[src/rtl/logic_op_resp.sv]
// Logical-op unit (AND/OR/NOT) with a result FIFO and error counter.
// Ports: clk, rst, in_* request handshake, out_* response head, err_count.
module logic_op_resp #(
  parameter int WIDTH = 3,
  parameter int DEPTH = 4
) (
  input  logic             clk,
  input  logic             rst,
  input  logic             in_valid,
  output logic             in_ready,
  input  logic [1:0]       in_op,
  input  logic [WIDTH-1:0] in_a,
  input  logic [WIDTH-1:0] in_b,
  output logic             out_valid,
  input  logic             out_ready,
  output logic [WIDTH-1:0] out_c,
  output logic             out_err,
  output logic [7:0]       err_count
);

  localparam int AW = $clog2(DEPTH);
  localparam int CW = AW + 1;

  logic [WIDTH:0]  mem_q [DEPTH];
  logic [WIDTH:0]  mem_d [DEPTH];
  logic [AW-1:0]   wr_ptr_q, wr_ptr_d;
  logic [AW-1:0]   rd_ptr_q, rd_ptr_d;
  logic [CW-1:0]   count_q, count_d;
  logic [7:0]      err_cnt_q, err_cnt_d;

  logic [WIDTH-1:0] res;
  logic             res_err;
  logic             push;
  logic             pop;

  // Full/empty come only from registered occupancy, so a pop never
  // opens in_ready in the same cycle.
  assign in_ready  = (count_q < CW'(DEPTH));
  assign out_valid = (count_q != '0);
  assign push      = in_valid && in_ready;
  assign pop       = out_valid && out_ready;
  assign err_count = err_cnt_q;

  always_comb begin
    out_c   = '0;
    out_err = 1'b0;
    if (out_valid) begin
      out_c   = mem_q[rd_ptr_q][WIDTH-1:0];
      out_err = mem_q[rd_ptr_q][WIDTH];
    end
  end

  always_comb begin
    res     = '0;
    res_err = 1'b0;
    unique case (in_op)
      2'b00: res[0] = (|in_a) && (|in_b);
      2'b01: res[0] = (|in_a) || (|in_b);
      2'b10: res[0] = (in_a == '0);
      default: res_err = 1'b1;
    endcase
  end

  always_comb begin
    mem_d     = mem_q;
    wr_ptr_d  = wr_ptr_q;
    rd_ptr_d  = rd_ptr_q;
    count_d   = count_q;
    err_cnt_d = err_cnt_q;
    if (push) begin
      mem_d[wr_ptr_q] = {res_err, res};
      // DEPTH is a power of two, so the pointer wraps naturally.
      wr_ptr_d = wr_ptr_q + AW'(1);
    end
    if (pop) begin
      rd_ptr_d = rd_ptr_q + AW'(1);
    end
    unique case ({push, pop})
      2'b10:   count_d = count_q + CW'(1);
      2'b01:   count_d = count_q - CW'(1);
      default: count_d = count_q;
    endcase
    if (push && res_err && (err_cnt_q != 8'hff)) begin
      err_cnt_d = err_cnt_q + 8'd1;
    end
  end

  always_ff @(posedge clk) begin
    if (rst) begin
      wr_ptr_q  <= '0;
      rd_ptr_q  <= '0;
      count_q   <= '0;
      err_cnt_q <= '0;
    end else begin
      wr_ptr_q  <= wr_ptr_d;
      rd_ptr_q  <= rd_ptr_d;
      count_q   <= count_d;
      err_cnt_q <= err_cnt_d;
    end
  end

  // Storage needs no reset: the head is masked while empty.
  always_ff @(posedge clk) begin
    mem_q <= mem_d;
  end

endmodule
[config.mk]
export PLATFORM = sky130hd
export DESIGN_NAME = logic_op_resp
export DESIGN_NICKNAME = d
export VERILOG_FILES = /design/src/rtl/logic_op_resp.sv
export SDC_FILE = /design/constraint.sdc
export NUM_CORES = 1
export LEC_CHECK = 0
export BUFFER_PORTS_ARGS = -buffer_cell sky130_fd_sc_hd__buf_2
export CAP_MARGIN = 20
export CORE_MARGIN = 1
export CORE_UTILIZATION = 30
export CTS_CLUSTER_SIZE = 14
export DETAILED_ROUTE_END_ITERATION = 12
export GPL_TIMING_DRIVEN = 0
export HOLD_SLACK_MARGIN = 0.02
export PLACE_DENSITY = 0.56
export SETUP_SLACK_MARGIN = 0.02
export SLEW_MARGIN = 5
export SYNTH_ARGS = -nofsm -noshare
export SYNTH_HDL_FRONTEND = slang
export SYNTH_SLANG_ARGS = --single-unit
[constraint.sdc]
create_clock -name clk -period 2.1 [get_ports clk]
set_clock_uncertainty 0.05 [all_clocks]
set_input_delay 0 -clock clk [delete_from_list [all_inputs] [get_ports clk]]
set_output_delay 0 -clock clk [all_outputs]
set_load 0.01 [all_outputs]
==> reports/summary.txt <==
Num CTS Buffers: 3
Register clock-pin slew on the reported worst setup and hold paths: 0.08 ns
Syn avg cell area: 10.05 um2
Core box area: 0.003661 mm2
Routability Congestion: 0.7514
FF+latch area: 546.8 um2
Footprint of the multi-input gates: 571.8 um2
# DRC: 0
Area after DPL: 0.001325 mm2
Cell area power density: 953.8 mW/mm2
Hold Slack: 0.07370 ns
Fin crit share: 93.14%
Outcome: finished clean
Maximum VDD drop: 0.0002720 V
First-pass DRT Iterations: 4
Power share of the sequential group: 44.4%
ANT cells: 0
ANT nets after route: 0
P_sw: 412.3 uW
R2r worst-path depth: 8
Worst setup path class: reg -> reg
Sw Ratio: 30.76%
Initial core utilization: 31.31%
Vias in the first global route: 873
Root Driver: clkbuf_8
CTS tree: yes
Highest-delay cell along the critical path: or3_4
Synth Instances: 114
Via density: 4.691
R2r startpoint: count_q[1]
Endpoints failing hold: 0
Total of max-cap violations: 0
Critical-path cell list: or3_4 > and2_4 > ha_2 > inv_1 > fa_2 > xor2_1 > or3_1 > a21oi_1
Asr flop ratio synth: 0%
Final setup violation count: 0
Count of cell types in the netlist: 34
Total track usage: 11.14%
Sequential fraction of the synthesis area: 47.16%
Row Count: 22
Critical Path Max Stage Delay: 0.38 ns
Netlist Area Pre-Place: 0.001146 mm2
First-pass GRT wire length: 3.567 mm
DR WL/cell: 10.64 um
I/O Buffers: 23
Layout cells sized above 1: 28.67%
Initial antenna violation count: 0
Clock share of power: 19.5%
Number of flops mapped to enable cells by yosys: 8
Critical Path Fanout Max: 3
Worst setup endpoint: count_q[2]
Layout net count: 163
Total grt overflow: 0
Critical Path RT: 2.23 ns
Crit path DAT: 2.09 ns
Unrepaired setup endpoints after global routing: false
Fin area: 0.001405 mm2
Clock tree buffer depth: 2
Slack of the worst reg-to-reg path: 0.14 ns
IO Count: 26
Die Y: 63.81 um
Synth top area cells: dfxtp_1 (26%), edfxtp_1 (21%), ha_1 (6.6%), nor2_1 (5.2%), and2_1 (4.4%)
Worst-Skew Late Latency: 0.25 ns
DRT iter0 DRCs: 29
Fillers: 373
Worst r2r dst: count_q[2]
Internal Power: 927.9 uW
H-tree depth: 1
Area delta synth->final: 22.60%
Die width: 63.81 um
Full die area: 0.004072 mm2
Routed wire length: 2.032 mm
Startpoint types: flop
Hold Path Class: in -> reg
Combinational power share: 36.1%
Final TNS setup: 0 ns
YS warnings: 0
Largest net degree at the start of global routing: 13
Area share of the largest cell type after synthesis: 26.20%
Leakage: 0.0005717 uW
DR vias: 896
Main synth FF type: dfxtp_1
CP endpoint kind: flop
Maximum clock frequency: 0.5112 GHz
Dpl hpwl: 1.621 mm
Clock sinks: 23
Seq cells post-synth: 23
Area leader, netlist: dfxtp_1
Final Max Slew Viols: 0
Min Tclk post-route: 1.956 ns
Crit path from: count_q[1]
[routing by layer]
layer	routed length [um]	vias up	share of wire (%)	GRT usage, %
met5	0	-	0	0
met4	33	0	1.6	5.398
met3	105	2	5.2	1.964
met2	959	28	47	19.41
met1	934	413	46	13.10
li1	-	453	-	-
[sequential cells by signal, indices dropped and copies added, names as in the netlist]
name       count
rd_ptr_q       2
wr_ptr_q       2
err_count      8
mem_q          8
count_q        3
[per-stage QoR]
stage,total power [uW],instances,util [%],worst slack (ns)
finish,1340,191,38.38,0.1440
global route,1450,191,38.38,0.05601
CTS,1305,190,37.76,0.03541
detailed placement,1026,186,36.19,-0.01983
global placement,1005,186,36.19,0.01649
floorplan,897.8,115,-,0.08859
[placed cells by master, fill, tap and decap left out, types with 2 or more instances in the layout]
cell / synthesis / final
nor3_1: 3 / 3
or3_1: 3 / 2
o21ai_0: 2 / 2
conb_1: 1 / 2
nor2_1: 16 / 16
dfxtp_2: 0 / 2
nand2_1: 2 / 2
xnor2_1: 2 / 2
and2_1: 8 / 7
xor2_1: 4 / 4
a21oi_1: 7 / 7
clkbuf_8: 0 / 3
nand3_1: 4 / 4
edfxtp_1: 8 / 8
ha_1: 6 / 5
a311oi_1: 2 / 2
dfxtp_1: 15 / 12
inv_1: 8 / 8
and3_1: 2 / 2
mux4_2: 2 / 2
buf_4: 2 / 3
buf_2: 0 / 23
clkbuf_1: 2 / 2
nor4_1: 2 / 2
[power groups by stage]
stage,clock network [uW],logic (uW),registers [uW]
after floorplan,0,314,584
after global placement,0,411,593
after detailed placement,0,429,596
after CTS,270,446,589
after global routing,294,547,609
final,261,484,595
[cell families (layout without fill, tap and decap cells)]
| group | count (synthesis) | after routing | synth area share [%] |
|---|---|---|---|
| AO/OA/AOI/OAI | 15 | 15 | 7.861 |
| XOR/XNOR | 6 | 6 | 4.585 |
| flip-flops | 23 | 23 | 47.16 |
| multiplexers | 3 | 3 | 4.803 |
| adder cells (fa/ha/maj) | 8 | 8 | 9.170 |
| AND/OR/NAND/NOR | 46 | 46 | 21.51 |
| buffers and inverters | 12 | 40 | 4.585 |
| other | 1 | 2 | 0.3272 |
[synthesized netlist by cell type, drive strengths merged (2+ instances only)]
cell type and number:
nand3 4, and2 8, nand2 2, ha 6, edfxtp 8, nor4 2
and3 2, xnor2 2, nor2 16, or3 3, inv 8, buf 2
o21ai 3, nor3 3, mux4 2, xor2 4, clkbuf 2, a311oi 2
dfxtp 15, a21oi 7
[worst max-delay path, delay by kind of cell (launching register included)]
family | cells | cell delay, ns
AOI/OAI and AO/OA | 1 | 0.13
xor gates and xnor gates | 1 | 0.07
adders and majority gates | 2 | 0.38
buffers and inverters | 1 | 0.07
DFF | 1 | 0.33
and+or+nand+nor | 3 | 0.85
[worst min-delay path by stage]
stage / from / end / slack [ns] / depth (start not counted)
2_1_floorplan: rst / err_count[2] / 0.02 / 1
3_3_place_gp: rst / err_count[2] / 0.20 / 2
3_5_place_dp: rst / err_count[2] / 0.21 / 2
4_1_cts: out_ready / rd_ptr_q[1] / 0.08 / 4
5_1_grt: out_ready / rd_ptr_q[0] / 0.1 / 4
6_report: out_ready / rd_ptr_q[1] / 0.07 / 4
[cell type report]
type                       instances  share of cell area, %
buffer                             3                  1.336
inverter                           8                  2.137
multi-input combinational         80                  40.69
clock buffer                       4                  3.206
sequential                        23                  38.91
tap                               48                  4.274
timing repair buffer              25                  9.439
[what timing repair did]
action,CTS,global route
hold buffers,1,0
pin swaps,0,1
gates resized for setup,2,7
endpoints found under the hold margin,5,0
setup endpoints to repair,1,2
buffers inserted,0,1
Power figures use the tool's default switching activity.
